--- config.mk ---
export PLATFORM = sky130hd
export DESIGN_NAME = rgbw_frame_dispenser
export DESIGN_NICKNAME = d
export VERILOG_FILES = /design/src/rtl/rgbw_frame_dispenser.sv
export SDC_FILE = /design/constraint.sdc
export NUM_CORES = 1
export LEC_CHECK = 0
export CAP_MARGIN = 15
export CORE_MARGIN = 2
export CORE_UTILIZATION = 30
export DETAILED_ROUTE_END_ITERATION = 12
export GPL_TIMING_DRIVEN = 0
export SLEW_MARGIN = 5
export SYNTH_ARGS = -nofsm -noshare
export SYNTH_HDL_FRONTEND = slang
export SYNTH_SLANG_ARGS = --single-unit
--- constraint.sdc ---
create_clock -name clk -period 2.5 [get_ports clk]
set_input_delay 0.5 -clock clk [delete_from_list [all_inputs] [get_ports clk]]
set_output_delay 0.5 -clock clk [all_outputs]
set_load 0.02 [all_outputs]
--- src/rtl/rgbw_frame_dispenser.sv ---
// rgbw_frame_dispenser
// Receives RGBW frames byte-by-byte from an SPI receiver whose ready strobe is
// asynchronous to clk. A frame is SYNC, LINT, MODE, CH0..CHn-1, CHK, where CHK is
// the XOR of all payload bytes. Payload is collected in shadow slots and copied
// to the outputs in a single cycle only when the checksum matches, so the
// outputs never show a partially received frame.
module rgbw_frame_dispenser #(
  parameter int unsigned CHANNELS    = 4,
  parameter logic [7:0]  SYNC_BYTE   = 8'h55,
  parameter int unsigned TIMEOUT_CYC = 1000
) (
  input  logic                  clk,
  input  logic                  reset,
  input  logic                  rdy,
  input  logic [7:0]            rx_byte,
  output logic [7:0]            lint_out,
  output logic [7:0]            mode_out,
  output logic [8*CHANNELS-1:0] chan_out,
  output logic                  busy,
  output logic                  frame_ok,
  output logic                  err_chk,
  output logic                  err_tmo,
  output logic [7:0]            frame_cnt
);

  // Payload slots: 0 = LINT, 1 = MODE, 2.. = channel bytes.
  localparam int unsigned SLOTS    = CHANNELS + 2;
  localparam logic [3:0]  LAST_IDX = 4'(SLOTS - 1);
  localparam logic        TMO_EN   = (TIMEOUT_CYC != 32'd0) ? 1'b1 : 1'b0;
  // Counter value in the cycle whose closing edge is the TIMEOUT_CYC-th since the last byte.
  localparam logic [31:0] TMO_LAST = (TIMEOUT_CYC != 32'd0) ? 32'(TIMEOUT_CYC - 32'd1) : 32'd0;

  localparam logic [1:0] ST_HUNT  = 2'd0;
  localparam logic [1:0] ST_RECV  = 2'd1;
  localparam logic [1:0] ST_CHECK = 2'd2;

  // Running frame checksum: byte-wise XOR accumulation.
  function automatic logic [7:0] chk_fold(input logic [7:0] acc, input logic [7:0] data);
    chk_fold = acc ^ data;
  endfunction

  logic        sync1_r;
  logic        sync2_r;
  logic        sync3_r;
  logic [1:0]  state_r;
  logic [3:0]  idx_r;
  logic [7:0]  chk_r;
  logic [31:0] tmo_cnt_r;
  logic [7:0]  slot_r [SLOTS];

  logic        byte_evt_s;
  logic        tmo_hit_s;
  logic [1:0]  state_nxt_s;
  logic [3:0]  idx_nxt_s;
  logic [7:0]  chk_nxt_s;
  logic        slot_we_s;
  logic        commit_s;
  logic        bad_chk_s;
  logic        tmo_s;

  // Rising edge of the synchronised strobe; a held-high rdy yields one event.
  assign byte_evt_s = sync2_r & ~sync3_r;
  assign tmo_hit_s  = TMO_EN && (state_r != ST_HUNT) && (tmo_cnt_r == TMO_LAST);

  // Two-flop synchroniser on rdy plus a third stage for edge detection.
  always_ff @(posedge clk or negedge reset) begin
    if (!reset) begin
      sync1_r <= 1'b0;
      sync2_r <= 1'b0;
      sync3_r <= 1'b0;
    end else begin
      sync1_r <= rdy;
      sync2_r <= sync1_r;
      sync3_r <= sync2_r;
    end
  end

  // Frame parser next-state logic; an expiring timeout takes priority over a byte.
  always_comb begin
    state_nxt_s = state_r;
    idx_nxt_s   = idx_r;
    chk_nxt_s   = chk_r;
    slot_we_s   = 1'b0;
    commit_s    = 1'b0;
    bad_chk_s   = 1'b0;
    tmo_s       = 1'b0;
    if (tmo_hit_s) begin
      state_nxt_s = ST_HUNT;
      tmo_s       = 1'b1;
    end else if (byte_evt_s) begin
      case (state_r)
        ST_HUNT: begin
          if (rx_byte == SYNC_BYTE) begin
            state_nxt_s = ST_RECV;
            idx_nxt_s   = 4'd0;
            chk_nxt_s   = 8'd0;
          end else begin
            state_nxt_s = ST_HUNT;
          end
        end
        ST_RECV: begin
          slot_we_s = 1'b1;
          chk_nxt_s = chk_fold(chk_r, rx_byte);
          idx_nxt_s = idx_r + 4'd1;
          if (idx_r == LAST_IDX) begin
            state_nxt_s = ST_CHECK;
          end else begin
            state_nxt_s = ST_RECV;
          end
        end
        ST_CHECK: begin
          state_nxt_s = ST_HUNT;
          if (rx_byte == chk_r) begin
            commit_s = 1'b1;
          end else begin
            bad_chk_s = 1'b1;
          end
        end
        default: begin
          state_nxt_s = ST_HUNT;
        end
      endcase
    end else begin
      state_nxt_s = state_r;
    end
  end

  // Parser state, slot index, running checksum and shadow slots.
  always_ff @(posedge clk or negedge reset) begin
    if (!reset) begin
      state_r <= ST_HUNT;
      idx_r   <= 4'd0;
      chk_r   <= 8'd0;
      for (int i = 0; i < int'(SLOTS); i++) begin
        slot_r[i] <= 8'd0;
      end
    end else begin
      state_r <= state_nxt_s;
      idx_r   <= idx_nxt_s;
      chk_r   <= chk_nxt_s;
      for (int i = 0; i < int'(SLOTS); i++) begin
        if (slot_we_s && (idx_r == 4'(i))) begin
          slot_r[i] <= rx_byte;
        end
      end
    end
  end

  // Cycles since the last byte event inside a frame; idle and saturating in HUNT.
  always_ff @(posedge clk or negedge reset) begin
    if (!reset) begin
      tmo_cnt_r <= 32'd0;
    end else if (!TMO_EN || (state_r == ST_HUNT) || byte_evt_s || tmo_hit_s) begin
      tmo_cnt_r <= 32'd0;
    end else if (tmo_cnt_r != TMO_LAST) begin
      tmo_cnt_r <= tmo_cnt_r + 32'd1;
    end else begin
      tmo_cnt_r <= tmo_cnt_r;
    end
  end

  // Registered outputs: atomic commit of the shadow slots plus status pulses.
  always_ff @(posedge clk or negedge reset) begin
    if (!reset) begin
      lint_out  <= 8'd0;
      mode_out  <= 8'd0;
      chan_out  <= '0;
      frame_cnt <= 8'd0;
      busy      <= 1'b0;
      frame_ok  <= 1'b0;
      err_chk   <= 1'b0;
      err_tmo   <= 1'b0;
    end else begin
      busy     <= (state_nxt_s != ST_HUNT);
      frame_ok <= commit_s;
      err_chk  <= bad_chk_s;
      err_tmo  <= tmo_s;
      if (commit_s) begin
        lint_out  <= slot_r[0];
        mode_out  <= slot_r[1];
        for (int k = 0; k < int'(CHANNELS); k++) begin
          chan_out[8*k +: 8] <= slot_r[k+2];
        end
        frame_cnt <= frame_cnt + 8'd1;
      end
    end
  end

endmodule

==> results.toml <==
[synthesis]
ys_seq_elements = 157
yosysMostFrequentCell = "dfrtp_1"
syn-cell-area_sq_um = 6688
synth_top_area_cell = "dfrtp_1"
synth_top_area_frac = 0.5875
synth_edf_count = 0
yosys-top-cells-area = "dfrtp_1 (59%), mux2_2 (16%), xor2_1 (4.8%)"
yosysWarnings = 0
syn_avg_cell_area_sq_um = 12.71
synth_ff_type = "dfrtp_1"
syn_inst = 526
synth_nets = 543
ys_seq_area_frac = 0.5875
synth-async-reset-ratio = 1.000
ys_top_cells_by_count = "dfrtp_1 (157), mux2_2 (97), nor2_1 (55)"
ys_types = 37

[critical_path]
path_cells = "or4_4 -> or4_4 -> nor4_4 -> buf_6 -> buf_6 -> buf_6 -> buf_6 -> nor4_4 -> buf_6 -> mux2_4"
crit_buf_inv = 5
start_kind = "flip-flop"
reg2reg_slack_ns = -0.18
arrival_ns = 2.98
r2r_end = "slot_r[18]"
crit_required_ns = 2.80
crit_slowest_cell = "or4_4"
crit_family = "simple AND/OR/NAND/NOR gates"
crit_cells = 10
r2r_cells = 10
cp_common_cell = "buf_6"
cpPeakStageDelay_ns = 0.53
crit_type = "flip-flop to flip-flop"
r2r-start = "tmo_cnt_r[17]"
path_max_fanout = 8
end_kind = "flip-flop"

[floorplan]
fp.dieH_um = 153.3
start_util = 0.3064
rows = 54
core_sq_um = 21820
die-area_sq_um = 23500
die_x_um = 153.3
io_pins = 71

[timing]
clock.fmax_mhz = 373.1
skew_ns = 0.01409
whs_ns = 0.3501
rsz0062_at_grt = "true"
finalSetupViolCount = 111
worst_slack_ns = -0.1803
fin_tns_setup_ns = -10.36
fin_crit_sh = 1.072
slew_headroom = 0.2279
period_minus_slack_ns = 2.680
slew_violations = 0
worst_pin_slew_ns = 1.148
finalHoldViolations = 0

[placement]
dp_hpwl_mm = 9.834
place_congestion = 0.7974
dp_cells = 869
port_buffers = 62
place_ws_ns = -0.8424
place_area_sq_um = 7711

[finish]
diodes = 0
fin_cells = 927
final_core_util = 0.4021
nNetsFinal = 651
syn_to_final_growth_pct = 31.23
final_design_area_no_fill_sq_um = 8776
n_fill_cell = 2041
drive_above_1_share = 0.2983

[drt]
wirelength_mm = 15.55
ant_nets = 0
dr.pass1.iters = 4
routed_via_density = 4.806
drtIter0Drc = 320
drc = 0
drt-wirelength-per-cell_um = 16.78
via_count = 4455

[min_path]
holdCritStartpoint = "sync1_r"
hold_end = "sync2_r"
hold_path.class = "flip-flop to flip-flop"
hold_path_depth = 0

[pwr]
p_seq_frac = 0.485
ir_worst_vdd_mv = 0.4034
power_switching_mw = 1.289
power.density_nw_per_um2 = 629.7
swShare = 0.2332
pwr-share-clk = 0.458
pwr-share-comb = 0.057
cell_internal_pwr_mw = 4.238
power.total_mw = 5.527
p_leak_nw = 3.972

[clock_network]
root_buffer = "clkbuf_16"
clock-sinks = 157
cts_made_buffers = 17
clkTransAtPathRegs_ns = 0.06
clk_latency_ns = 0.42
cts_tree = "yes"
clockBufferDepth = 2
ctsHtreeMaxLevel = 4

[grt]
track_usage = 0.1391
grt_max_degree = 106
grt_pass1_vias = 4663
gr-total-overflow = 0
grt_pass1_wl_mm = 25.66
antenna_found_initial = 0

[run]
max_cap_violations = 0

[run_status]
outcome = "complete, but fails checks"
violations = "setup timing"
[how the worst max path moves through the flow]
stage | startpoint | to | slack [ns]
floorplan | tmo_cnt_r[14] | slot_r[32] | -0.09
global placement | reset | chan_out[27] | -5.31
detailed placement | rx_byte[5] | lint_out[7] | -0.84
CTS | tmo_cnt_r[17] | mode_out[6] | -0.21
global route | tmo_cnt_r[17] | slot_r[18] | -0.24
finish | tmo_cnt_r[17] | slot_r[18] | -0.18
[power groups by stage]
stage | registers (mW) | clock network (mW) | logic [mW]
global route | 2.69 | 2.71 | 0.356
global placement | 2.72 | 0 | 0.261
detailed placement | 2.72 | 0 | 0.282
floorplan | 2.70 | 0 | 0.162
finish | 2.68 | 2.53 | 0.318
CTS | 2.68 | 2.60 | 0.311
[layout by cell type (no fill, tap or decap), types with 6 or more instances in the layout]
cell type	n
o21ai_1	7
xnor2_1	8
dfrtp_1	157
nand2b_1	10
clkbuf_1	7
clkbuf_8	10
xor2_1	37
ha_1	6
mux2_2	87
nor4_1	15
nand2_1	13
o31ai_1	11
nor2_1	53
clkbuf_16	17
buf_4	16
nand3_1	19
nand4_1	14
mux2_4	10
clkdlybuf4s50_1	61
buf_6	14
inv_1	6
[layout make-up]
| cell class | instances | area (sq um) | area share |
|---|---|---|---|
| plain buffers | 25 | 235.2 | 0.02680 |
| clock buffers | 24 | 501.7 | 0.05717 |
| clock inverters | 8 | 80.08 | 0.009125 |
| inverters | 6 | 22.52 | 0.002566 |
| multi-input cells | 337 | 2729 | 0.3109 |
| flip-flops and latches | 157 | 3929 | 0.4477 |
| well taps | 280 | 350.3 | 0.03992 |
| repair buffers | 90 | 928.4 | 0.1058 |
[cells by family after synthesis]
family	count (synthesis)	share of synthesized area
AND/OR/NAND/NOR	160	0.1306
flip-flops	157	0.5875
multiplexers	97	0.1633
XOR/XNOR	45	0.05893
buffers and inverters	32	0.02189
AO/OA/AOI/OAI	29	0.02657
adder cells (fa/ha/maj)	6	0.01123
[flip-flops by register name, summed over array words and instances (netlist names)]
signal and count:
sync2_r 1, state_r 2, err_chk 1, sync3_r 1, frame_ok 1, tmo_cnt_r 32, busy 1, idx_r 4
sync1_r 1, chk_r 8, lint_out 8, mode_out 8, chan_out 32, frame_cnt 8, err_tmo 1, slot_r 48
[layer usage]
metal,up-vias,global-route usage,wire length (um)
li1,2067,-,-
met1,2289,0.1840,7244
met3,9,0.03232,636
met2,90,0.2285,7516
met4,0,0.04012,153
met5,-,0,0
[what timing repair did]
action	4_1_cts	5_1_grt
endpoints found under the hold margin	5	0
hold buffers	1	0
buffers inserted	16	7
gates resized for setup	59	26
gates cloned	4	0
pin swaps	7	6
setup endpoints to repair	153	151
Note: power is estimated with default switching activity, not from simulation.
